===== config.mk =====
export PLATFORM = sky130hd
export DESIGN_NAME = min_max_ctrl
export DESIGN_NICKNAME = d
export VERILOG_FILES = /design/src/rtl/min_max_ctrl.sv
export SDC_FILE = /design/constraint.sdc
export NUM_CORES = 1
export LEC_CHECK = 0
export ABC_AREA = 1
export CORE_MARGIN = 1
export CORE_UTILIZATION = 49
export DETAILED_ROUTE_END_ITERATION = 8
export HOLD_SLACK_MARGIN = 0.1
export PLACE_DENSITY = 0.78
export SLEW_MARGIN = 25
export SYNTH_ARGS = -nofsm -noshare
export SYNTH_HDL_FRONTEND = slang
export SYNTH_SLANG_ARGS = --single-unit
export TNS_END_PERCENT = 30

===== constraint.sdc =====
create_clock -name clk_i -period 1.8 [get_ports clk_i]
set_clock_uncertainty 0.1 [all_clocks]
set_input_delay 0.18 -clock clk_i [delete_from_list [all_inputs] [get_ports clk_i]]
set_output_delay 0.18 -clock clk_i [all_outputs]
set_load 0.1 [all_outputs]

===== src/rtl/min_max_ctrl.sv =====
// Sequencing and configuration controller for the min/max LED bar display:
// power-on lamp test, validated command interface and blink oscillator.
module min_max_ctrl #(
    parameter int unsigned VALSIZE     = 4,
    parameter int unsigned OSC_DIV     = 8,
    parameter int unsigned TEST_CYCLES = 16
) (
    input  logic               clk_i,
    input  logic               rst_i,
    input  logic               cmd_valid_i,
    output logic               cmd_ready_o,
    input  logic [1:0]         cmd_sel_i,
    input  logic [VALSIZE-1:0] cmd_data_i,
    output logic               cmd_err_o,
    input  logic               test_i,
    output logic               busy_o,
    output logic [1:0]         com_o,
    output logic [VALSIZE-1:0] min_o,
    output logic [VALSIZE-1:0] max_o,
    output logic [VALSIZE-1:0] val_o,
    output logic               osc_o
);

    localparam int unsigned LW = (TEST_CYCLES > 1) ? $clog2(TEST_CYCLES) : 1;
    localparam int unsigned OW = (OSC_DIV > 1) ? $clog2(OSC_DIV) : 1;
    localparam logic [LW-1:0] LAMP_LAST = LW'(TEST_CYCLES - 1);
    localparam logic [OW-1:0] OSC_LAST  = OW'(OSC_DIV - 1);

    typedef enum logic [1:0] {
        LAMP_ON,
        LAMP_OFF,
        RUN
    } state_t;

    state_t             state, state_nxt;
    logic [LW-1:0]      lamp_cnt, lamp_cnt_nxt;
    logic [OW-1:0]      osc_cnt;
    logic               osc;
    logic               mode;
    logic               err;
    logic [VALSIZE-1:0] min_r, max_r, val_r;
    logic               accept;
    logic               reject;

    always_ff @(posedge clk_i or posedge rst_i) begin
        if (rst_i) begin
            state    <= LAMP_ON;
            lamp_cnt <= '0;
        end else begin
            state    <= state_nxt;
            lamp_cnt <= lamp_cnt_nxt;
        end
    end

    always_comb begin
        state_nxt    = state;
        lamp_cnt_nxt = lamp_cnt;
        case (state)
            LAMP_ON: begin
                if (lamp_cnt == LAMP_LAST) begin
                    state_nxt    = LAMP_OFF;
                    lamp_cnt_nxt = '0;
                end else begin
                    lamp_cnt_nxt = lamp_cnt + 1'b1;
                end
            end
            LAMP_OFF: begin
                if (lamp_cnt == LAMP_LAST) begin
                    state_nxt    = RUN;
                    lamp_cnt_nxt = '0;
                end else begin
                    lamp_cnt_nxt = lamp_cnt + 1'b1;
                end
            end
            RUN: begin
                lamp_cnt_nxt = '0;
                if (test_i) begin
                    state_nxt = LAMP_ON;
                end
            end
            default: begin
                state_nxt    = LAMP_ON;
                lamp_cnt_nxt = '0;
            end
        endcase
    end

    always_comb begin
        com_o       = 2'b11;
        busy_o      = 1'b1;
        cmd_ready_o = 1'b0;
        case (state)
            LAMP_ON:  com_o = 2'b11;
            LAMP_OFF: com_o = 2'b10;
            RUN: begin
                com_o       = {1'b0, mode};
                busy_o      = 1'b0;
                cmd_ready_o = 1'b1;
            end
            default: com_o = 2'b11;
        endcase
    end

    // Validation compares against the currently held bounds, keeping min < max.
    always_comb begin
        accept = cmd_valid_i && (state == RUN);
        reject = 1'b0;
        case (cmd_sel_i)
            2'b00:   reject = !(cmd_data_i < max_r);
            2'b01:   reject = !(cmd_data_i > min_r);
            default: reject = 1'b0;
        endcase
    end

    always_ff @(posedge clk_i or posedge rst_i) begin
        if (rst_i) begin
            min_r <= '0;
            max_r <= '1;
            val_r <= '0;
            mode  <= 1'b0;
            err   <= 1'b0;
        end else begin
            err <= accept && reject;
            if (accept && !reject) begin
                case (cmd_sel_i)
                    2'b00: min_r <= cmd_data_i;
                    2'b01: max_r <= cmd_data_i;
                    2'b10: val_r <= cmd_data_i;
                    2'b11: mode  <= cmd_data_i[0];
                endcase
            end
        end
    end

    always_ff @(posedge clk_i or posedge rst_i) begin
        if (rst_i) begin
            osc_cnt <= '0;
            osc     <= 1'b0;
        end else if (osc_cnt == OSC_LAST) begin
            osc_cnt <= '0;
            osc     <= ~osc;
        end else begin
            osc_cnt <= osc_cnt + 1'b1;
        end
    end

    assign cmd_err_o = err;
    assign min_o     = min_r;
    assign max_o     = max_r;
    assign val_o     = val_r;
    assign osc_o     = osc;

endmodule

# After elaboration in Yosys (flattened, before gate mapping)
# Cells that the tools add are included.
totals:
  ff_bits: 24
  out_inout_bits: 18
  word_cells: 49
op_classes:
  addsub: 2
  order_cmp: 2
  eq_ne: 10
  mux: 11
  n_bitwise: 1
  reduce_logical: 14
op_table:
  columns: ["op", "count"]
  rows:
  - ["$mux 4", 2]
  - ["$reduce_and 2->1", 4]
  - ["$eq 2x2->1 const B", 3]
  - ["$mux 2", 3]
  - ["$ne 2x2->1 const B", 3]
  - ["$pmux 2 s3", 1]
  - ["$add 4x1->4 const B", 1]
  - ["$eq 2x1->1 const B", 2]
  - ["$eq 4x4->1 const B", 1]
  - ["$gt 4x4->1", 1]
  - ["$logic_not 2->1", 2]
  - ["$lt 4x4->1", 1]
  - ["$pmux 2 s2", 1]
  - ["$add 3x1->3 const B", 1]
  - ["$eq 3x3->1 const B", 1]
  - ["$logic_and 1x1->1", 3]
  - ["$logic_not 1->1", 3]
  - ["$mux 3", 1]
  - ["$reduce_and 3->1", 1]
  - ["$mux 1", 2]
  - ["$pmux 1 s2", 1]
  - ["$reduce_or 2->1", 1]
  - ["$not 1->1", 1]

# Longest topological paths before layout
depth:
  depth_word: 6
  depth_mapped: 10
  depth_no_buf: 10

# Worst setup path before layout
# Ideal clock, no wire load.
synth_timing:
  path_type: "reg-to-reg"
  from: "reg min_r[3] (netlist: min_o[3])"
  to: "reg max_r[0] (netlist: max_o[0])"
  setup_time_ns: 0.080
  t_arrival_ns: 1.924
  required_ns: 1.620
  slack_ns: -0.304
  path_stages_with_launch: 10
  n_path_buf: 0
  synth_period_minus_slack_ns: 2.104
  path_cell_list: "dfrtp_1 -> inv_1 -> ha_1 -> nand2_1 -> clkinv_1 -> nand2_1 -> a21oi_4 -> nand4_4 -> nand2_1 -> o21ai_1"
synth_via:
  elab_chain_len: 6
synth_rtl:
  columns: ["item", "line_no", "text"]
  rows:
  - ["from (decl)", "41", "logic [VALSIZE-1:0] min_r, max_r, val_r;"]
  - ["from (signal assigned)", "126", "2'b00: min_r <= cmd_data_i;"]
  - ["$gt 4x4->1", "110", "2'b01: reject = !(cmd_data_i > min_r);"]
  - ["$logic_not 1->1", "110", null]
  - ["$pmux 1 s2", "108", "case (cmd_sel_i)"]
  - ["$logic_not 1->1", "124", "if (accept && !reject) begin"]
  - ["$logic_and 1x1->1", "124", null]
  - ["$reduce_and 2->1 (no line)", null, null]
  - ["to (signal assigned)", "127", "2'b01: max_r <= cmd_data_i;"]
  - ["to (decl)", "41", null]
# Every way passes these cells.
# A chain may end at the register's enable or synchronous reset.

# Final worst setup path
layout_timing:
  from: "reg max_r[3] (netlist: max_o[3])"
  to: "reg min_r[3] (netlist: min_o[3])"
layout_via:
  elab_chain_len: 6
layout_rtl:
  columns: ["item", "line_no", "text"]
  rows:
  - ["$lt 4x4->1", "109", "2'b00: reject = !(cmd_data_i < max_r);"]
  - ["$logic_not 1->1", "109", null]
  - ["$pmux 1 s2", "108", null]
  - ["$logic_not 1->1", "124", null]
  - ["$logic_and 1x1->1", "124", null]
  - ["$reduce_and 2->1 (no line)", null, null]
# Every way passes these cells.

==> impl_metrics.py <==
metrics = {
    "synthesis": {
        "postSynth.asyncResetShare": 1.00,
        "ys_seq_elements": 24,
        "yosysMostFrequentCell": "nand2_1",
        "yosys-top-cells-count": "nand2_1, inv_1, dfrtp_1, o21ai_1",
        "synth_area_um2": 1240,
        "yosysWarnings": 0,
        "synth-edff-count": 0,
        "yosysSeqAreaShare": 0.490,
        "syn-instance-count": 135,
        "ys_dominant_reg_cell": "dfrtp_1",
        "yosysTopAreaCellShare": 0.405,
        "ys_types": 20,
        "synth_area_leader_cell": "dfrtp_1",
        "synth_nets": 155,
        "synthTopCellsByArea": "dfrtp_1, ha_1, nand2_1",
        "syn_avg_cell_area_um2": 9.16,
    },
    "power_and_ir_drop": {
        "p_per_area_nw_per_um2": 1530,
        "switching_share": 0.491,
        "seqPwrFrac": 0.299,
        "power_frac_comb": 0.581,
        "peakVddDrop_mv": 1.74,
        "p_sw_mw": 1.38,
        "cellInternalPower_mw": 1.43,
        "leakagePower_nw": 0.882,
        "clkPwrFrac": 0.120,
    },
    "routing": {
        "drt_iter0_drc": 16,
        "dr.pass1.iters": 4,
        "viasPerCell": 5.05,
        "wl_per_cell_um": 12.7,
        "routed_wl_um": 2520,
        "ant_nets": 0,
        "vias": 1004,
        "drc": 0,
    },
    "critical_path": {
        "end_kind": "flip-flop",
        "critPathMaxFanout": 8,
        "setup.worst_path.class": "flip-flop to flip-flop",
        "r2r_cells": 9,
        "cp.required_ns": 1.94,
        "worstSetupStartpointType": "flip-flop",
        "cp.arrival_ns": 1.85,
    },
    "final_layout": {
        "area_growth_pct": 48.6,
        "drive_above_1_share": 0.339,
        "multiInputGateArea_um2": 583,
        "n_fill_cell": 145,
        "stdcell_count": 199,
        "nets": 192,
        "seqCellArea_um2": 629,
        "diodes": 0,
        "finish.utilization": 0.800,
    },
    "cts": {
        "cts_tree": "yes",
        "clockRootBuffer": "clkbuf_4",
        "htree_levels": 1,
        "numClockSinks": 24,
        "cts_inserted_buffers": 3,
        "path_clk_slew_ns": 0.13,
        "cts-hold-fix-buffers": 0,
        "clock_path_buffers": 2,
        "clk_latency_ns": 0.31,
    },
    "timing": {
        "slew_headroom": 0.798,
        "finalHoldViolations": 0,
        "fmax_mhz": 584,
        "tightest_slew_ns": 0.303,
        "period_share": 0.951,
        "worst_slack_ns": 0.0878,
        "setup_viol": 0,
        "period_needed_ns": 1.71,
        "grt_setup_unrepaired": "yes",
        "slew_violations": 0,
    },
    "die": {
        "die_height_um": 52.2,
        "die_w_um": 52.2,
        "ios": 28,
        "core_um2": 2300,
        "die-area_um2": 2730,
        "rows": 17,
        "start_util": 0.538,
    },
    "min_path": {
        "hold_path_class": "input port to asynchronous set/reset pin",
    },
    "grt": {
        "grt_pass1_vias": 941,
        "grt_max_degree": 25,
        "antenna_found_initial": 0,
        "track_usage": 0.200,
        "grt_first_pass_wirelength_um": 4020,
        "gr-total-overflow": 0,
    },
    "placement": {
        "place_congestion": 0.803,
        "io_buffers": 27,
        "place_inst": 192,
        "hpwl_um": 1910,
        "pre_cts_ws_ns": -0.0678,
    },
    "status": {
        "status": "finished, final reports clean",
    },
    "job": {
        "drv_cap": 0,
    },
}
[through the flow]
stage / hold slack, ns / total power, mW / instance area [um^2] / TNS [ns]
after global routing: 0.125 / 2.94 / 1840 / -0.0165
after global placement: 0.314 / 2.38 / 1740 / -0.0579
final: 0.104 / 2.80 / 1840 / 0
after CTS: 0.113 / 2.76 / 1790 / 0
after floorplan: 0.0916 / 1.92 / 1290 / -0.00379
after detailed placement: 0.342 / 2.43 / 1740 / -0.244
[power by group through the flow]
| stage | registers [mW] | clock network, mW | logic [mW] |
|---|---|---|---|
| after floorplan | 1.31 | 0 | 0.611 |
| after global placement | 0.852 | 0 | 1.53 |
| after detailed placement | 0.859 | 0 | 1.57 |
| after CTS | 0.849 | 0.339 | 1.57 |
| after global routing | 0.856 | 0.363 | 1.72 |
| final | 0.838 | 0.335 | 1.63 |
[worst max-delay path, stage by stage (launching register included)]
cell     delay (ns)
dfstp_4        0.65
inv_2          0.05
ha_4           0.21
nand2_1        0.05
inv_1          0.03
nand2_1        0.06
nand2_2        0.07
inv_2          0.07
nand4_4        0.14
o21ai_1        0.20
[sequential cells by signal, summed over array words and instances, names as in the netlist]
signal	flops
osc_cnt	3
osc_o	1
state	2
mode	1
val_o	4
max_o	4
lamp_cnt	4
min_o	4
cmd_err_o	1
[path summary, 6_finish.rpt]
kind                                      start              endpoint  slack (ns)
max                        max_o[3]$_DFFE_PP1P_  min_o[3]$_DFFE_PP0P_        0.09
min                                       rst_i  osc_cnt[2]$_DFF_PP0_        0.10
max reg2reg                max_o[3]$_DFFE_PP1P_  min_o[3]$_DFFE_PP0P_        0.09
min reg2reg                osc_cnt[0]$_DFF_PP0_  osc_cnt[0]$_DFF_PP0_        0.35
max in group asynchronous                 rst_i  max_o[0]$_DFFE_PP1P_        1.21
min in group clk_i                       test_i  state[1]$_DFFE_PP0P_        0.32
[cells by family (layout without fill, tap and decap cells)]
group	count (synthesis)	in the layout	synth area share
buf+inv	27	63	0.0820
xor+xnor	2	2	0.0142
simple gates	52	52	0.223
fa+ha+maj	10	10	0.101
compound gates	20	20	0.0901
flops	24	24	0.490
[layout make-up]
type | instances | area share
inverters | 27 | 0.0565
clock buffers | 4 | 0.0259
flip-flops and latches | 24 | 0.343
repair buffers | 32 | 0.238
multi-input cells | 84 | 0.317
well taps | 28 | 0.0191
[layer usage]
metal | track usage | share of wire
met5 | 0 | 0
met4 | 0.0395 | 0.0036
met3 | 0.0348 | 0.042
met2 | 0.350 | 0.51
met1 | 0.259 | 0.44
[cells in the final DEF (no fill, tap or decap), drive strengths merged]
| master | instances |
|---|---|
| dfrtp | 20 |
| dfstp | 4 |
| clkdlybuf4s50 | 9 |
| and2 | 1 |
| clkbuf | 4 |
| nand4 | 2 |
| buf | 23 |
| nand2 | 34 |
| o21ai | 17 |
| xor2 | 2 |
| nor2 | 12 |
| inv | 26 |
| nand3 | 3 |
| clkinv | 1 |
| a21oi | 3 |
| ha | 10 |
[timing repair]
| action | 4_1_cts | 5_1_grt |
|---|---|---|
| buffers inserted | 0 | 3 |
| endpoints found under the setup margin | 0 | 4 |
| endpoints found under the hold margin | 0 | 0 |
| resized for setup | 0 | 5 |
Note: power is estimated with default switching activity, not from simulation.
